--- src/rtl/remote_comm.sv ---
// remote_comm: host-side command transmitter that stands in for the quadcopter
// remote. It sends a 3-byte packet (cmd, data[15:8], data[7:0]) over an 8N1
// UART and receives single-byte responses on an independent UART receiver.
//
// Ports:
//   clk           system clock, rising edge
//   rst_n         asynchronous reset, active-HIGH (name kept for the codebase)
//   RX            serial input from the flight controller TX, idle high
//   TX            serial output to the flight controller RX, idle high
//   cmd, data     packet contents, latched when send_cmd is seen in IDLE
//   send_cmd      one-cycle start pulse, ignored while a packet is in flight
//   cmd_sent      set after the last stop bit, cleared by the next send_cmd
//   resp          last received byte
//   resp_rdy      resp holds an unconsumed byte
//   clr_resp_rdy  synchronous clear of resp_rdy (a same-cycle set wins)
module remote_comm #(
   parameter int unsigned BAUD_DIV = 434
) (
   input  logic        clk,
   input  logic        rst_n,
   input  logic        RX,
   output logic        TX,
   input  logic [7:0]  cmd,
   input  logic [15:0] data,
   input  logic        send_cmd,
   output logic        cmd_sent,
   output logic [7:0]  resp,
   output logic        resp_rdy,
   input  logic        clr_resp_rdy
);

   localparam int unsigned       BAUD_W    = (BAUD_DIV > 1) ? $clog2(BAUD_DIV) : 1;
   localparam logic [BAUD_W-1:0] BAUD_LAST = BAUD_W'(BAUD_DIV - 1);
   localparam logic [BAUD_W-1:0] HALF_LAST = BAUD_W'(BAUD_DIV / 2 - 1);

   localparam logic [2:0] TX_IDLE  = 3'd0;
   localparam logic [2:0] SEND_CMD = 3'd1;
   localparam logic [2:0] SEND_HI  = 3'd2;
   localparam logic [2:0] SEND_LO  = 3'd3;
   localparam logic [2:0] DONE     = 3'd4;

   localparam logic [1:0] RX_IDLE  = 2'd0;
   localparam logic [1:0] RX_START = 2'd1;
   localparam logic [1:0] RX_DATA  = 2'd2;
   localparam logic [1:0] RX_STOP  = 2'd3;

   // transmit side
   logic [2:0]        tx_state, tx_state_nxt;
   logic [9:0]        tx_shift, tx_shift_nxt;
   logic [BAUD_W-1:0] tx_baud, tx_baud_nxt;
   logic [3:0]        tx_bit, tx_bit_nxt;
   logic [15:0]       data_q, data_q_nxt;
   logic              cmd_sent_nxt;

   // receive side
   logic              rx_s1, rx_s2, rx_prev;
   logic [1:0]        rx_state, rx_state_nxt;
   logic [BAUD_W-1:0] rx_baud, rx_baud_nxt;
   logic [3:0]        rx_bit, rx_bit_nxt;
   logic [7:0]        rx_shift, rx_shift_nxt;
   logic [7:0]        resp_nxt;
   logic              resp_rdy_nxt;
   logic              rdy_set, rdy_clr;

   // TX is the LSB of the frame shift register; it refills with ones so idle is high
   assign TX = tx_shift[0];

   // packet FSM: next state and datapath; the next byte loads on the edge the stop bit ends
   always_comb begin
      tx_state_nxt = tx_state;
      tx_shift_nxt = tx_shift;
      tx_baud_nxt  = tx_baud;
      tx_bit_nxt   = tx_bit;
      data_q_nxt   = data_q;
      cmd_sent_nxt = cmd_sent;
      case (tx_state)
         TX_IDLE: begin
            if (send_cmd) begin
               tx_state_nxt = SEND_CMD;
               data_q_nxt   = data;
               cmd_sent_nxt = 1'b0;
               tx_shift_nxt = {1'b1, cmd, 1'b0};
               tx_baud_nxt  = '0;
               tx_bit_nxt   = '0;
            end
         end
         SEND_CMD, SEND_HI, SEND_LO: begin
            if (tx_baud == BAUD_LAST) begin
               tx_baud_nxt = '0;
               if (tx_bit == 4'd9) begin
                  tx_bit_nxt = '0;
                  case (tx_state)
                     SEND_CMD: begin
                        tx_state_nxt = SEND_HI;
                        tx_shift_nxt = {1'b1, data_q[15:8], 1'b0};
                     end
                     SEND_HI: begin
                        tx_state_nxt = SEND_LO;
                        tx_shift_nxt = {1'b1, data_q[7:0], 1'b0};
                     end
                     default: begin
                        tx_state_nxt = DONE;
                        tx_shift_nxt = '1;
                     end
                  endcase
               end else begin
                  tx_bit_nxt   = tx_bit + 4'd1;
                  tx_shift_nxt = {1'b1, tx_shift[9:1]};
               end
            end else begin
               tx_baud_nxt = tx_baud + BAUD_W'(1);
            end
         end
         DONE: begin
            cmd_sent_nxt = 1'b1;
            tx_state_nxt = TX_IDLE;
         end
         default: tx_state_nxt = TX_IDLE;
      endcase
   end

   // receiver FSM: start detect, half-bit start re-check, mid-bit sampling
   always_comb begin
      rx_state_nxt = rx_state;
      rx_baud_nxt  = rx_baud;
      rx_bit_nxt   = rx_bit;
      rx_shift_nxt = rx_shift;
      resp_nxt     = resp;
      rdy_set      = 1'b0;
      rdy_clr      = clr_resp_rdy;
      case (rx_state)
         RX_IDLE: begin
            if (rx_prev && !rx_s2) begin
               rx_state_nxt = RX_START;
               rx_baud_nxt  = '0;
               rdy_clr      = 1'b1;
            end
         end
         RX_START: begin
            if (rx_baud == HALF_LAST) begin
               rx_baud_nxt  = '0;
               rx_bit_nxt   = '0;
               // a line that is high again by mid-start was only a glitch
               rx_state_nxt = rx_s2 ? RX_IDLE : RX_DATA;
            end else begin
               rx_baud_nxt = rx_baud + BAUD_W'(1);
            end
         end
         RX_DATA: begin
            if (rx_baud == BAUD_LAST) begin
               rx_baud_nxt  = '0;
               rx_shift_nxt = {rx_s2, rx_shift[7:1]};
               if (rx_bit == 4'd7) rx_state_nxt = RX_STOP;
               else                rx_bit_nxt   = rx_bit + 4'd1;
            end else begin
               rx_baud_nxt = rx_baud + BAUD_W'(1);
            end
         end
         RX_STOP: begin
            // stop-bit level is deliberately not checked
            if (rx_baud == BAUD_LAST) begin
               rx_baud_nxt  = '0;
               resp_nxt     = rx_shift;
               rdy_set      = 1'b1;
               rx_state_nxt = RX_IDLE;
            end else begin
               rx_baud_nxt = rx_baud + BAUD_W'(1);
            end
         end
         default: rx_state_nxt = RX_IDLE;
      endcase
      resp_rdy_nxt = rdy_set ? 1'b1 : (rdy_clr ? 1'b0 : resp_rdy);
   end

   // state registers for both directions
   always_ff @(posedge clk or posedge rst_n) begin
      if (rst_n) begin
         tx_state <= TX_IDLE;
         tx_shift <= '1;
         tx_baud  <= '0;
         tx_bit   <= '0;
         data_q   <= '0;
         cmd_sent <= 1'b0;
         rx_s1    <= 1'b1;
         rx_s2    <= 1'b1;
         rx_prev  <= 1'b1;
         rx_state <= RX_IDLE;
         rx_baud  <= '0;
         rx_bit   <= '0;
         rx_shift <= '0;
         resp     <= '0;
         resp_rdy <= 1'b0;
      end else begin
         tx_state <= tx_state_nxt;
         tx_shift <= tx_shift_nxt;
         tx_baud  <= tx_baud_nxt;
         tx_bit   <= tx_bit_nxt;
         data_q   <= data_q_nxt;
         cmd_sent <= cmd_sent_nxt;
         rx_s1    <= RX;
         rx_s2    <= rx_s1;
         rx_prev  <= rx_s2;
         rx_state <= rx_state_nxt;
         rx_baud  <= rx_baud_nxt;
         rx_bit   <= rx_bit_nxt;
         rx_shift <= rx_shift_nxt;
         resp     <= resp_nxt;
         resp_rdy <= resp_rdy_nxt;
      end
   end

endmodule

--- config.mk ---
export PLATFORM = sky130hd
export DESIGN_NAME = remote_comm
export DESIGN_NICKNAME = d
export VERILOG_FILES = /design/src/rtl/remote_comm.sv
export SDC_FILE = /design/constraint.sdc
export NUM_CORES = 1
export LEC_CHECK = 0
export ABC_AREA = 1
export BUFFER_PORTS_ARGS = -buffer_cell sky130_fd_sc_hd__buf_2
export CORE_ASPECT_RATIO = 0.8
export CORE_MARGIN = 3
export CORE_UTILIZATION = 52
export DETAILED_ROUTE_END_ITERATION = 8
export HOLD_SLACK_MARGIN = 0.08
export PLACE_DENSITY = 0.7
export RECOVER_POWER = 25
export SYNTH_ARGS = -nofsm -noshare
export SYNTH_HDL_FRONTEND = slang
export SYNTH_SLANG_ARGS = --single-unit
--- constraint.sdc ---
create_clock -name clk -period 4.11 [get_ports clk]
set_input_delay 0.6165 -clock clk [delete_from_list [all_inputs] [get_ports clk]]
set_output_delay 0.6165 -clock clk [all_outputs]
set_load 0.02 [all_outputs]
# == Yosys cells after proc, flatten, opt, wreduce, memory -nomap -nowiden ==
# Cells that the tools add are included.
# word_totals
output_inout_bits,11
inputBits,29
register_bits,78
word_cells,99
# op_classes
eq_ne,21
add_sub_neg,4
reduce_logical,19
n_mux,40
# ops
operator,count
2-to-1 mux 9 bit,5
one-hot mux 9 bit (2 select lines),2
2-to-1 mux 10 bit,3
one-hot mux 9 bit (3 select lines),1
2-to-1 mux 4 bit,6
one-hot mux 10 bit (2 select lines),1
"adder 9 x 1 -> 9 bit, second input constant",2
"equality test 9 bit, second input constant",2
"!= test 2 bit, second input constant",9
one-hot mux 4 bit (2 select lines),2
2-to-1 mux 2 bit,6
one-hot mux 3 bit (2 select lines),2
AND reduction 2 bit,5
"equality test 9 x 8 -> 1 bit, second input constant",1
2-to-1 mux 3 bit,3
"adder 4 x 1 -> 4 bit, second input constant",2
one-hot mux 2 bit (4 select lines),1
nonzero test 2 bit,4
2-to-1 mux 1 bit,7
"equality test 3 x 2 -> 1 bit, second input constant",2
AND reduction 3 bit,2
AND reduction 5 bit,1
"equality test 2 bit, second input constant",2
"equality test 4 x 3 -> 1 bit, second input constant",1
other kinds (12),12

# == Depth between registers and ports, before layout ==
# Gate-level depths: netlist of run 1.
# depth
ltp_word,6
depth_mapped,11
ltp_nobuf,11

# == Worst setup path after synthesis of run 1 ==
# No wires, ideal clock.
# synth_timing
path_kind,reg2reg
start,register rx_baud[0]
end,register with a tool-made name
setup_slack_ns,2.661
setup_time_ns,0.117
stages_incl_launch_ff,12
synth_period_minus_slack_ns,1.449
path_buffers,0
required_time_ns,3.993
arrival_ns,1.332
path_cell_list,dfrtp_1 -> inv_1 -> ha_1 -> nand2_1 -> nor2_1 -> nand2_1 -> nand2_1 -> nand2_1 -> nor2_1 -> nand3_1 -> nand2_1 -> nand2_1
# synth_lines
item,line_no,rtl
"start, declared",58,"logic [BAUD_W-1:0] rx_baud, rx_baud_nxt;"
"start signal, assigned",204,rx_baud <= rx_baud_nxt;

==> results of run 1 <==
## cell usage in the layout (no fill, tap or decap), types with 11 or more instances in the layout
master / n
nor2_1: 25
inv_1: 42
o22ai_1: 14
nand3_1: 26
buf_2: 39
nand2_1: 149
o21ai_0: 33
dfrtp_1: 65
a21oi_1: 17
dfstp_2: 11
## flip-flops by register name, indices dropped and copies added, names as in the netlist, 4 cells and up, named ones only
register,flops
data_q,16
rx_baud,9
tx_baud,9
tx_shift,9
resp,8
rx_shift,8
rx_bit,4
tx_bit,4
## layer usage
layer  global-route usage (%)  vias up  share of wire, %
li1                         -     1530                 -
met1                     26.1     1391                50
met2                     31.0       44                44
met3                     6.30        8               4.5
met4                     5.58        0               1.4
met5                        0        -                 0
## worst max path at each step
stage | cells past startpoint | end | slack (ns)
finish | 3 | rx_prev | 2.35
global route | 3 | rx_prev | 2.07
CTS | 9 | tx_shift[4] | 2.35
detailed placement | 6 | tx_bit[1] | 2.34
global placement | 6 | tx_bit[1] | 2.37
floorplan | 1 | async pin | 1.55
## area by class of cell
type                            count  area share [%]
Tap cell                           87            2.56
Clock buffer                        9            2.92
Multi-Input combinational cell    316            37.7
Inverter                           47            4.15
Timing Repair Buffer               41            4.95
Clock inverter                      7            2.00
Sequential cell                    77            45.7
## critical path, cell delays in order
cell and delay [ns]:
buf_2 0.09, inv_1 1.06, buf_4 0.45
## per-stage QoR
stage / setup slack [ns] / utilization [%] / instances
floorplan: 1.55 / - / 448
detailed placement: 2.34 / 58.0 / 568
global route: 2.07 / 61.0 / 584
finish: 2.35 / 61.0 / 584
CTS: 2.35 / 61.0 / 584
global placement: 2.37 / 58.0 / 568
## where the power goes
group / internal, mW / switching [mW]
sequential: 0.992 / 0.159
clock: 0.295 / 0.311
combinational: 0.315 / 0.635
total: 1.60 / 1.10
## cells by family after synthesis
family,count (synthesis),synth area share [%]
adders and majority gates,8,2.64
AOI/OAI and AO/OA,76,11.5
xor gates and xnor gates,8,1.85
DFF,77,51.3
and+or+nand+nor,224,26.3
buffers and inverters,55,6.47
==> out/metrics.csv, run 1 <==
stage,metric,value,unit
power_and_ir_drop,"Power, Total",2.71,mW
synthesis,post-synth top area share,42.9,%
global_route,Congestion Overflow GR,0,
place,gp weighted congestion,0.823,
die,DIE AREA,8350,um^2
final_layout,area of the multi-input gates,1600,um^2
hold_path,Hold Crit Start,RX,
synthesis,Synth area leaders,"dfrtp_1 43%, nand2_1 15%, dfstp_2 8.3%, o21ai_0 4.4%, inv_1 4.2%",
sta,worst-margin pin slew,1.50,ns
synthesis,Post-Syn Nets,485,
flow_run,Max Cap Violations,1,
run_status,violated checks,"max-capacitance violations, max-slew violations",
final_layout,final antenna diode count,0,
worst_setup_path,reg2reg end,tx_shift[4],
run_status,outcome,"finished, violations left",
hold_path,Min-Delay Path Class,in2reg,
worst_setup_path,critical path endpoint category,async pin,
synthesis,Netlist Area Pre-Place,3790,um^2
global_route,global-route wire length before repair,12800,um
power_and_ir_drop,VDD IR max,0.308,mV
clock_tree,clk slew on worst S/H paths,0.09,ns
routing,via count,2973,
routing,drt wl/cell,12.5,um
sta,fmax,570,MHz
synthesis,synthesized area per cell,8.46,um^2
sta,endpoints failing setup,0,
synthesis,"area leader, netlist",dfrtp_1,
sta,final period utilization,42.7,%
synthesis,Post-synth EDFFs,0,
sta,crit path time final,1.76,ns
die,Initial Util,54.4,%
sta,relative slew slack,-0.182,%
die,row cnt,27,
clock_tree,Clock Root Buffer,clkbuf_8,
synthesis,Post-synth top cells,"149 x nand2_1, 65 x dfrtp_1, 42 x inv_1",
die,I/O Pins,40,
power_and_ir_drop,LEAKAGE,2.13,nW
routing,WL final,7330,um
routing,initial DRC count,125,
final_layout,Area Overhead vs Synth,12.1,%
global_route,number of global-route vias before repair,2871,
final_layout,Final Instance Area,4250,um^2
global_route,initial antenna violation count,0,
clock_tree,Num Clock Sinks,77,
clock_tree,CTS Buf Count,9,
worst_setup_path,flop2flop setup slack,2.37,ns
die,Die H,82.3,um
place,Post-DP HPWL,5380,um
die,Die Wd,101,um
worst_setup_path,CP Data Arrival Time,2.23,ns
sta,setup TNS,0,ns
sta,Slew Limit Fails,43,
synthesis,ys flop type,dfrtp_1,
power_and_ir_drop,PD cells,637,nW/um^2
routing,"antenna viol nets, final",0,
worst_setup_path,RR Startpoint,tx_bit[0],
synthesis,Synth Register Bits,77,
sta,Clock Skew,0.00956,ns
place,dpl cell area,4040,um^2
routing,number of remaining DRC errors,0,
place,# port buffers,39,
worst_setup_path,CP Max Fanout,42,
synthesis,Cell variety after synth,34,
hold_path,Hold EP,rx_s1,
clock_tree,clk_lat worst skew,0.36,ns
sta,RSZ-0062 raised after global routing,no,
synthesis,fraction of registers with async set or reset after synthesis,100,%
routing,vias per cell,5.09,
worst_setup_path,worst setup path startpoint,rst_n,
synthesis,YS warnings,0,
global_route,aggregate global-route resource usage,19.6,%
sta,WHS,0.348,ns
worst_setup_path,CP Launch Type,input pin,
final_layout,nets,529,
clock_tree,maximum clock insertion buffer count,2,
synthesis,post-synthesis sequential area ratio,51.3,%
sta,Hold Fails Final Rpt,0,
final_layout,share of layout cells above drive strength 1,18.5,%
final_layout,Sequential Area,1940,um^2
die,Core ar.,6960,um^2
worst_setup_path,CP Data Required Time,4.59,ns
synthesis,Post-Synthesis Cells,448,
clock_tree,CTS Hold Buffers Added,0,
synthesis,cell with the most instances after synthesis,nand2_1,
worst_setup_path,WS Path Type,in2async,
clock_tree,setup bufs post-CTS,0,
hold_path,Hold Crit Depth,1,
worst_setup_path,R2R cell count,9,
global_route,pin count of the biggest net entering global routing,43,
clock_tree,CTS tree,yes,
clock_tree,H-tree depth,3,
final_layout,number of fill cells,604,
routing,Pre-Repair DR Iteration Count,4,
clock_tree,CTS resizes,0,
(Power assumes the default switching activity.)
==> run 2: changes to the inputs <==
==> constraint.sdc (replaced) <==
create_clock -name clk -period 1.71 [get_ports clk]
set_input_delay 0.2565 -clock clk [delete_from_list [all_inputs] [get_ports clk]]
set_output_delay 0.2565 -clock clk [all_outputs]
set_load 0.02 [all_outputs]
==> out/metrics.csv, run 2 (synthesis results as in run 1) <==
stage,metric,value,unit
die,Die H,82.3,um
routing,vias per cell,5.09,
global_route,aggregate global-route resource usage,19.9,%
routing,WL final,7410,um
clock_tree,CTS tree,yes,
global_route,global-route wire length before repair,13100,um
sta,worst-margin pin slew,1.02,ns
sta,WHS,0.0897,ns
worst_setup_path,critical path endpoint category,flop,
place,# port buffers,39,
sta,final period utilization,90.2,%
place,Post-DP HPWL,5150,um
routing,number of remaining DRC errors,0,
sta,endpoints failing setup,0,
power_and_ir_drop,Flop pwr share,42.2,%
final_layout,most frequent cells in the layout,"147 x nand2_1, 65 x dfrtp_1, 38 x inv_1, 38 x buf_2, 31 x o21ai_0",
power_and_ir_drop,internal power,3.87,mW
sta,Slew Limit Fails,0,
worst_setup_path,"Slowest-stage cell, CP",dfrtp_1,
sta,Clock Skew,0.0120,ns
die,I/O Pins,40,
worst_setup_path,Most common cell on crit path,inv_1,
die,Core ar.,6960,um^2
clock_tree,clk slew on worst S/H paths,0.09,ns
power_and_ir_drop,LEAKAGE,2.17,nW
sta,fmax,648,MHz
routing,drt wl/cell,12.3,um
final_layout,number of fill cells,575,
clock_tree,H-tree depth,3,
sta,setup TNS,0,ns
power_and_ir_drop,PD cells,1480,nW/um^2
worst_setup_path,CP Data Required Time,2.00,ns
power_and_ir_drop,VDD IR max,0.779,mV
final_layout,share of layout cells above drive strength 1,20.7,%
die,DIE AREA,8350,um^2
global_route,initial antenna violation count,0,
sta,Hold Fails Final Rpt,0,
clock_tree,clk_lat worst skew,0.36,ns
clock_tree,maximum clock insertion buffer count,2,
routing,via count,3052,
worst_setup_path,CP Max Fanout,19,
final_layout,final antenna diode count,0,
final_layout,Area Overhead vs Synth,16.5,%
worst_setup_path,family with the most delay on the worst path,simple AND/OR/NAND/NOR gates,
global_route,number of global-route vias before repair,2871,
sta,crit path time final,1.54,ns
worst_setup_path,CP Data Arrival Time,1.83,ns
routing,initial DRC count,157,
power_and_ir_drop,Clk pwr share,20.2,%
global_route,pin count of the biggest net entering global routing,78,
power_and_ir_drop,"Power, Total",6.55,mW
routing,Pre-Repair DR Iteration Count,5,
clock_tree,Num Clock Sinks,77,
global_route,Congestion Overflow GR,0,
final_layout,Biggest register,data_q,
sta,relative slew slack,32.0,%
hold_path,Min-Delay Path Class,in2reg,
place,dpl cells,572,
worst_setup_path,CP Launch Type,flop,
power_and_ir_drop,Comb pwr share,37.6,%
place,gp weighted congestion,0.809,
final_layout,"commonest non-fill, non-tap cell in the layout",nand2_1,
die,Die Wd,101,um
die,Initial Util,54.4,%
clock_tree,CTS Buf Count,9,
routing,"antenna viol nets, final",0,
flow_run,Max Cap Violations,0,
power_and_ir_drop,switching share of total power,40.9,%
worst_setup_path,Max stage delay on crit path,0.40,ns
worst_setup_path,CP cell instances,inv_1 > ha_1 > inv_1 > nor3_2 > nand2_2 > nand2_4 > nand2_8 > inv_1 > nand2_1 > nand2_1,
clock_tree,Clock Root Buffer,clkbuf_8,
sta,RSZ-0062 raised after global routing,no,
final_layout,Final Non-Filler Cells,600,
worst_setup_path,CP Buf/Inv Count,3,
power_and_ir_drop,switching power,2.68,mW
final_layout,max FFs per register,16,
final_layout,nets,545,
run_status,outcome,"complete, no violations",
die,row cnt,27,
worst_setup_path,WS Path Type,reg2reg,
## run 2: cell types whose count changed in the layout (fill, tap and decap cells not counted), sizes merged
cell | before | now
clkinvlp | 0 | 3
clkbuf | 9 | 13
buf | 41 | 44
inv | 53 | 48
clkinv | 0 | 1
dlygate4sd3 | 0 | 11
bufinv | 1 | 0
## run 2: final cells by class
class	count	area (um^2)	share of cell area [%]
clock buffers	11	151	3.43
clock inverters	5	41.3	0.935
inverters	47	180	4.08
multi-input cells	316	1630	37.0
flip-flops and latches	77	1940	44.0
well taps	87	109	2.47
repair buffers	57	357	8.08
## run 2: what timing repair did
item | CTS | global route
gates resized for setup | 0 | 13
hold buffers | 11 | 0
hold endpoints to repair | 75 | 0
endpoints found under the setup margin | 0 | 21
setup buffers | 0 | 1
## run 2: power groups by stage
stage	clock network (mW)	registers [mW]	logic [mW]
3_3_place_gp	0	2.77	2.31
5_1_grt	1.45	2.84	2.87
3_5_place_dp	0	2.79	2.38
4_1_cts	1.36	2.76	2.42
6_report	1.32	2.76	2.47
2_1_floorplan	0	2.73	1.91
## run 2: stage by stage
stage               setup WS [ns]  utilization, %  instance area (um^2)
finish                      0.168            63.4                  4410
floorplan                   0.261               -                  3790
global route              0.00452            63.4                  4410
CTS                        0.0649            63.1                  4390
detailed placement         0.0725            58.7                  4090
global placement            0.189            58.7                  4090
## run 2: path summary, 6_finish.rpt
path / startpoint / to / slack (ns) / cells past startpoint
setup / recovery: tx_baud[1] / tx_bit[3] / 0.17 / 10
hold / removal: data[14] / data_q[14] / 0.09 / 3
setup reg to reg: tx_baud[1] / tx_bit[3] / 0.17 / 10
hold reg to reg: rx_s1 / rx_s2 / 0.36 / 0
max in group asynchronous: rst_n / tx_state[0] / 0.24 / 4
min in group asynchronous: rst_n / data_q[2] / 0.81 / 4
## run 2: tightest hold or removal path: cells and delay by family
kind,cells,cell delay (ns)
AND/OR/NAND/NOR,2,0.09
buffers and inverters,1,0.08
## run 2: routing by layer
metal	GRT usage (%)	wire, um
met1	28.2	3720
met2	30.0	3310
met3	6.05	302
met4	4.78	82
met5	0	0
